$ cat config.mk
export PLATFORM = sky130hd
export DESIGN_NAME = pdu_dma_fetch
export DESIGN_NICKNAME = d
export VERILOG_FILES = /design/src/rtl/pdu_dma_fetch.sv
export SDC_FILE = /design/constraint.sdc
export NUM_CORES = 2
export LEC_CHECK = 0
export ABC_AREA = 1
export CORE_MARGIN = 2
export CORE_UTILIZATION = 25
export CTS_BUF_LIST = sky130_fd_sc_hd__clkbuf_16
export CTS_CLUSTER_DIAMETER = 100
export DETAILED_ROUTE_END_ITERATION = 6
export PLACE_DENSITY = 0.45
export SYNTH_ARGS = -nofsm -noshare
export SYNTH_HDL_FRONTEND = slang
export SYNTH_SLANG_ARGS = --single-unit
$ cat constraint.sdc
create_clock -name clk -period 3.85 [get_ports clk]
set_clock_uncertainty 0.1 [all_clocks]
set_input_delay 0.77 -clock clk [delete_from_list [all_inputs] [get_ports clk]]
set_output_delay 0.77 -clock clk [all_outputs]
set_load 0.01 [all_outputs]
$ cat src/rtl/pdu_dma_fetch.sv
// DMA fetch stage behind the PDU ring buffer: issues credit-limited reads with wrap at MAX_SLOT,
// buffers the 2-cycle-latency read data in a small skid FIFO and streams it out with sop/eop framing.
module pdu_dma_fetch #(
    parameter int PDU_DEPTH     = 512,
    parameter int PDU_AWIDTH    = $clog2(PDU_DEPTH),
    parameter int MAX_SLOT      = PDU_DEPTH - 64,
    parameter int APP_IDX_WIDTH = 9,
    parameter int SKID_DEPTH    = 4
) (
    input  logic                     clk,
    input  logic                     rst_n,
    input  logic                     dma_start,
    input  logic [PDU_AWIDTH-1:0]    dma_size,
    input  logic [PDU_AWIDTH-1:0]    dma_base_addr,
    input  logic [APP_IDX_WIDTH-1:0] dma_queue,
    output logic                     dma_done,
    output logic [PDU_AWIDTH-1:0]    rd_addr,
    output logic                     rd_en,
    input  logic                     rd_valid,
    input  logic [511:0]             rd_data,
    output logic                     out_valid,
    input  logic                     out_ready,
    output logic [511:0]             out_data,
    output logic                     out_sop,
    output logic                     out_eop,
    output logic [APP_IDX_WIDTH-1:0] out_queue,
    output logic                     busy,
    output logic                     err_start_busy
);

    localparam int PW = $clog2(SKID_DEPTH);
    localparam int CW = PW + 1;
    localparam logic [CW:0]           SKID_LIM = (CW+1)'(SKID_DEPTH);
    localparam logic [PDU_AWIDTH:0]   SLOT_LIM = (PDU_AWIDTH+1)'(MAX_SLOT);
    localparam logic [PDU_AWIDTH-1:0] ONE_A    = {{(PDU_AWIDTH-1){1'b0}}, 1'b1};
    localparam logic [CW-1:0]         ONE_C    = {{(CW-1){1'b0}}, 1'b1};
    localparam logic [PW-1:0]         ONE_P    = {{(PW-1){1'b0}}, 1'b1};

    typedef enum logic [1:0] {
        ST_IDLE      = 2'd0,
        ST_FETCH     = 2'd1,
        ST_DONE_WAIT = 2'd2
    } state_t;

    state_t                   state_r, state_s;
    logic [PDU_AWIDTH-1:0]    size_r, issue_cnt_r, send_cnt_r, rd_ptr_r, rd_addr_r;
    logic [PDU_AWIDTH-1:0]    ptr_src_s, ptr_next_s;
    logic [PDU_AWIDTH:0]      ptr_inc_s;
    logic [APP_IDX_WIDTH-1:0] queue_r;
    logic [CW-1:0]            inflight_r, fifo_cnt_r;
    logic [CW:0]              occ_s;
    logic [PW-1:0]            wr_idx_r, rd_idx_r;
    logic [511:0]             mem_r [SKID_DEPTH];
    logic [1:0]               age_r, age_s;
    logic                     rd_en_r, dma_done_r, err_r;
    logic                     issue_s, push_s, xfer_s, done_s, fifo_ne_s;

    assign rd_en          = rd_en_r;
    assign rd_addr        = rd_addr_r;
    assign dma_done       = dma_done_r;
    assign err_start_busy = err_r;
    assign busy           = (state_r != ST_IDLE);
    assign out_valid      = fifo_ne_s;
    assign out_data       = fifo_ne_s ? mem_r[rd_idx_r] : {512{1'b0}};
    assign out_sop        = fifo_ne_s & (send_cnt_r == size_r);
    assign out_eop        = fifo_ne_s & (send_cnt_r == ONE_A);
    assign out_queue      = queue_r;

    // Handshakes, credit occupancy (a pop this cycle frees a slot) and wrapped next read pointer
    always_comb begin
        fifo_ne_s  = (fifo_cnt_r != {CW{1'b0}});
        xfer_s     = fifo_ne_s & out_ready;
        push_s     = rd_valid & (inflight_r != {CW{1'b0}});
        occ_s      = {1'b0, inflight_r} + {1'b0, fifo_cnt_r} - {{CW{1'b0}}, xfer_s};
        ptr_src_s  = (state_r == ST_IDLE) ? dma_base_addr : rd_ptr_r;
        ptr_inc_s  = {1'b0, ptr_src_s} + {{PDU_AWIDTH{1'b0}}, 1'b1};
        ptr_next_s = (ptr_inc_s >= SLOT_LIM) ? {PDU_AWIDTH{1'b0}} : ptr_inc_s[PDU_AWIDTH-1:0];
    end

    // Next-state, read issue and done-pulse decision
    always_comb begin
        state_s = state_r;
        issue_s = 1'b0;
        case (state_r)
            ST_IDLE: begin
                if (dma_start) begin
                    if (dma_size == {PDU_AWIDTH{1'b0}}) begin
                        state_s = ST_DONE_WAIT;
                    end else begin
                        state_s = ST_FETCH;
                        issue_s = 1'b1;
                    end
                end else begin
                    state_s = ST_IDLE;
                end
            end
            ST_FETCH: begin
                issue_s = (issue_cnt_r != {PDU_AWIDTH{1'b0}}) && (occ_s < SKID_LIM);
                if (xfer_s && (send_cnt_r == ONE_A)) begin
                    state_s = ST_DONE_WAIT;
                end else begin
                    state_s = ST_FETCH;
                end
            end
            ST_DONE_WAIT: begin
                if (dma_done_r) begin
                    state_s = ST_IDLE;
                end else begin
                    state_s = ST_DONE_WAIT;
                end
            end
            default: begin
                state_s = ST_IDLE;
            end
        endcase

        // age saturates at 3 so dma_done never fires before the third cycle after start
        if (state_r == ST_IDLE) begin
            age_s = dma_start ? 2'd1 : 2'd0;
        end else if (age_r != 2'd3) begin
            age_s = age_r + 2'd1;
        end else begin
            age_s = age_r;
        end
        done_s = (state_s == ST_DONE_WAIT) && (age_s == 2'd3);
    end

    // Request control registers, read port outputs and in-flight read accounting
    always_ff @(posedge clk or negedge rst_n) begin
        if (!rst_n) begin
            state_r     <= ST_IDLE;
            age_r       <= 2'd0;
            rd_en_r     <= 1'b0;
            rd_addr_r   <= {PDU_AWIDTH{1'b0}};
            rd_ptr_r    <= {PDU_AWIDTH{1'b0}};
            dma_done_r  <= 1'b0;
            err_r       <= 1'b0;
            size_r      <= {PDU_AWIDTH{1'b0}};
            issue_cnt_r <= {PDU_AWIDTH{1'b0}};
            send_cnt_r  <= {PDU_AWIDTH{1'b0}};
            queue_r     <= {APP_IDX_WIDTH{1'b0}};
            inflight_r  <= {CW{1'b0}};
        end else begin
            state_r    <= state_s;
            age_r      <= age_s;
            rd_en_r    <= issue_s;
            dma_done_r <= done_s;
            if (issue_s) begin
                rd_addr_r <= ptr_src_s;
                rd_ptr_r  <= ptr_next_s;
            end
            if ((state_r == ST_IDLE) && dma_start) begin
                size_r      <= dma_size;
                queue_r     <= dma_queue;
                send_cnt_r  <= dma_size;
                issue_cnt_r <= dma_size - {{(PDU_AWIDTH-1){1'b0}}, issue_s};
            end else begin
                if (issue_s) begin
                    issue_cnt_r <= issue_cnt_r - ONE_A;
                end
                if (xfer_s) begin
                    send_cnt_r <= send_cnt_r - ONE_A;
                end
            end
            case ({issue_s, push_s})
                2'b10:   inflight_r <= inflight_r + ONE_C;
                2'b01:   inflight_r <= inflight_r - ONE_C;
                default: inflight_r <= inflight_r;
            endcase
            if (dma_start && (state_r != ST_IDLE)) begin
                err_r <= 1'b1;
            end
        end
    end

    // Skid FIFO storage and occupancy
    always_ff @(posedge clk or negedge rst_n) begin
        if (!rst_n) begin
            for (int i = 0; i < SKID_DEPTH; i++) begin
                mem_r[i] <= {512{1'b0}};
            end
            wr_idx_r   <= {PW{1'b0}};
            rd_idx_r   <= {PW{1'b0}};
            fifo_cnt_r <= {CW{1'b0}};
        end else begin
            if (push_s) begin
                mem_r[wr_idx_r] <= rd_data;
                wr_idx_r        <= wr_idx_r + ONE_P;
            end
            if (xfer_s) begin
                rd_idx_r <= rd_idx_r + ONE_P;
            end
            case ({push_s, xfer_s})
                2'b10:   fifo_cnt_r <= fifo_cnt_r + ONE_C;
                2'b01:   fifo_cnt_r <= fifo_cnt_r - ONE_C;
                default: fifo_cnt_r <= fifo_cnt_r;
            endcase
        end
    end

endmodule

==> summary.md <==
| Metric | Value |
|---|---|
| Outcome | finished, violations left |
| Failing checks | setup timing |
| Crit end category | output port |
| Peak Freq | 252 MHz |
| Antenna Nets Post-Route | 0 |
| Dpl hpwl | 228000 µm |
| Unrepaired setup endpoints after global routing | true |
| Die Area | 387000 µm² |
| Root Buffer | clkbuf_16 |
| Clock sink total | 2119 |
| Largest family of logic cells by synthesized area | compound AO/OA/AOI/OAI gates |
| Placer congestion estimate | around 0.84 |
| Port buffer count | between 1000 and 1500 |
| H-tree level count | 5 |
| Clk_lat worst skew | 0.87 ns |
| Final WS setup | -0.114 ns |
| GRT Util Overall | 18.1% |
| Pre-Repair DR Iteration Count | 5 |
| DR DRC count | 0 |
| Total wire length | approximately 380000 µm |
| Area leader, netlist | dfrtp_1 |
| Clk slew on worst S/H paths | 0.06 ns |
| Post-Syn Area per Cell | 9.59 µm² |
| Largest net degree at the start of global routing | ~150 |
| Via-to-Cell Ratio | 4.80 |
| Core Area | 381000 µm² |
| CTS buffer count | about 270 |
| Final period util | 103% |
| Final Hold Fails | 0 |
| Initial Utilization | about a quarter |
| Register area share after synthesis | 55.5% |
| Routed wire per std cell | ~23 µm |
| Pleak | 55.2 nW |
| Initial DRC count | 5679 |
| Pins Over Slew Limit | 0 |
| Critical Path AT | ~3.1 ns |
| Final TNS setup | -0.377 ns |
| Post-Synthesis Cells | 9973 |
| Vias post-DR | a little under 80000 |
| Synth Area in Compound Gates | 19.2% |
| Tmin final | 3.96 ns |
| CTS tree | done |
| Share of cells above drive strength 1 | 22.3% |
| Worst-Margin Slew | 0.960 ns |
| Crit start category | flop |
| Worst VDD drop | 408 µV |
| Synthesized flop and latch total | between 2000 and 2500 |
| CP Data Required Time | 2.98 ns |
| Endpoints failing setup | 12 |
| Synth Area in Adders | 0.277% |
| Post-synthesis xor/xnor area fraction | 0.165% |
| Area Growth Syn to Fin | 32.1% |
| Max_cap viols | 0 |
| CP Class | reg2out |
| Die H | slightly above 600 µm |
| Global-route wire length before repair | 532000 µm |
| Via count of the first global-routing pass | 77400 |
| Worst min-delay path class | in2reg |
| Power per cell area | 1010 nW/µm² |
| Total congestion overflow | 0 |
| Antenna violations before repair | around 110 |
| Synth area leaders | dfrtp_1 55%, mux2_2 12%, o21ai_0 11% |
| Layout net count | between 10000 and 15000 |
| Worst slew margin | a little over a third |
| Layout fillers | approximately 39000 |
| Max FO, Critical Path | 21 |
| Worst slack at placement | -0.00170 ns |
| Share of the synthesized area in the top cell type | 55.5% |
| Synthesized cell area | 95600 µm² |
| Synth unique cells | 38 |
| Post-synthesis mux area share | around 12% |
| Synth Net Count | 10500 |
| Post-synthesis simple-gate area fraction | 5.16% |
| Number of I/O pins | 1081 |
| Yosys warns | 0 |
| CTS max path bufs | 4 |
| Die width | approximately 620 µm |
| Row cnt | around 230 |
[path summary, 6_finish.rpt]
path,to,slack [ns],start,depth (start not counted)
setup / recovery,out_data[477],-0.11,rd_idx_r[0],7
hold / removal,out_queue[7],0.33,dma_queue[7],3
setup reg to reg,issue_cnt_r[6],0.31,fifo_cnt_r[2],22
hold reg to reg,rd_ptr_r[8],0.37,rd_ptr_r[8],2
max in group asynchronous,mem_r[349],1.75,rst_n,4
min in group asynchronous,rd_addr[7],0.35,rst_n,2
[sequential cells by signal, indices dropped and copies added (netlist names)]
| register | cells |
|---|---|
| age_r | 2 |
| state_r | 2 |
| inflight_r | 3 |
| rd_ptr_r | 9 |
| err_start_busy | 1 |
| rd_en | 1 |
| wr_idx_r | 2 |
| rd_addr | 9 |
| out_queue | 9 |
| issue_cnt_r | 9 |
| fifo_cnt_r | 3 |
| size_r | 9 |
| mem_r | 2048 |
| dma_done | 1 |
| rd_idx_r | 2 |
| send_cnt_r | 9 |
[stage by stage]
| stage | hold WS, ns | std cells | utilization (%) | area, µm² | power (W) |
|---|---|---|---|---|---|
| 2_1_floorplan | 0.343 | 9973 | - | 95600 | 0.0686 |
| 3_3_place_gp | 0.357 | 15700 | 29.8 | 114000 | 0.0983 |
| 3_5_place_dp | 0.361 | 15700 | 29.8 | 114000 | 0.0994 |
| 4_1_cts | 0.247 | 16300 | 32.6 | 124000 | 0.126 |
| 5_1_grt | 0.298 | 16500 | 33.1 | 126000 | 0.136 |
| 6_report | 0.335 | 16500 | 33.1 | 126000 | 0.128 |
[final cells by class]
cell class,instances,area [µm²],area share (%)
multi-input cells,6007,36100,28.6
repair inverters,1,8.76,0.00694
clock inverters,201,1450,1.15
repair buffers,1664,18000,14.3
clock buffers,279,6980,5.53
well taps,5038,6300,4.99
diodes,58,145,0.115
inverters,1101,4180,3.31
flip-flops and latches,2119,53000,42.0
[where the power goes]
part           switching [W]  internal [W]  total [W]
sequential           0.00404        0.0335     0.0375
clock                 0.0105        0.0140     0.0245
combinational         0.0384        0.0274     0.0658
total                 0.0530        0.0748      0.128
[critical path, stage by stage, from the launching register on]
cell	delay (ns)
dfrtp_4	0.43
buf_12	0.16
buf_6	0.25
bufbuf_16	0.39
o21ai_0	0.11
a21oi_1	0.15
buf_4	0.15
clkdlybuf4s50_1	0.54
[timing repair]
item                                   CTS  global route
gates cloned                            34            60
endpoints found under the hold margin   21             0
setup buffers                           31           103
resized for setup                      908           890
hold buffers                             1             0
setup endpoints to repair              512           423
pin swaps                              115           229
[cells by family (layout without fill, tap and decap cells)]
logic type / Yosys count / in the layout
xor+xnor: 18 / 18
compound gates: 3656 / 3656
other cells: 0 / 58
buf+inv: 1847 / 3246
flops: 2119 / 2119
fa+ha+maj: 20 / 20
simple gates: 1289 / 1289
mux: 1024 / 1024
[Yosys cell counts]
library cell,count
o221ai_1,3
o31ai_1,2
mux2_2,1024
nand3_2,1
nor3_1,5
nand4_1,1
a31oi_1,2
clkinv_1,1
buf_6,1
buf_1,98
nand3_4,1
dfrtp_1,2119
nand3b_1,1
inv_1,1097
o21ai_2,1
buf_2,242
nand2_2,1
clkbuf_1,390
o22ai_1,4
xnor2_1,5
nor2_2,7
a22oi_1,1
o311ai_0,1
a21oi_1,1543
o21ai_1,1
o21bai_1,1
nor2_1,52
o31ai_4,1
ha_1,18
a221oi_1,3
xor2_1,13
nand3_1,36
buf_4,15
fa_1,2
nand2_1,1184
o21ai_0,2086
inv_2,3
o211ai_1,7
[placed cells by master, fill, tap and decap left out, drive strengths merged, types with 38 or more instances in the layout]
master and instances:
dfrtp 2119, o21ai 2088, a21oi 1543, nand2 1185
inv 1184, mux2 1024, buf 695, clkdlybuf4s50 567
clkbuf 459, dlymetal6s2s 106, clkinv 99, dlygate4sd2 60
nor2 59, diode 58, clkdlybuf4s15 40, nand3 38
[routing by layer]
metal | track usage [%] | vias to the layer above | routed length, µm
met5 | 0 | - | 182
met4 | 8.31 | 28 | 17900
met3 | 2.93 | 629 | 19500
met2 | 30.0 | 2378 | 183000
met1 | 23.0 | 40100 | 159000
li1 | - | 35900 | -
Note: power is estimated with default switching activity, not from simulation.
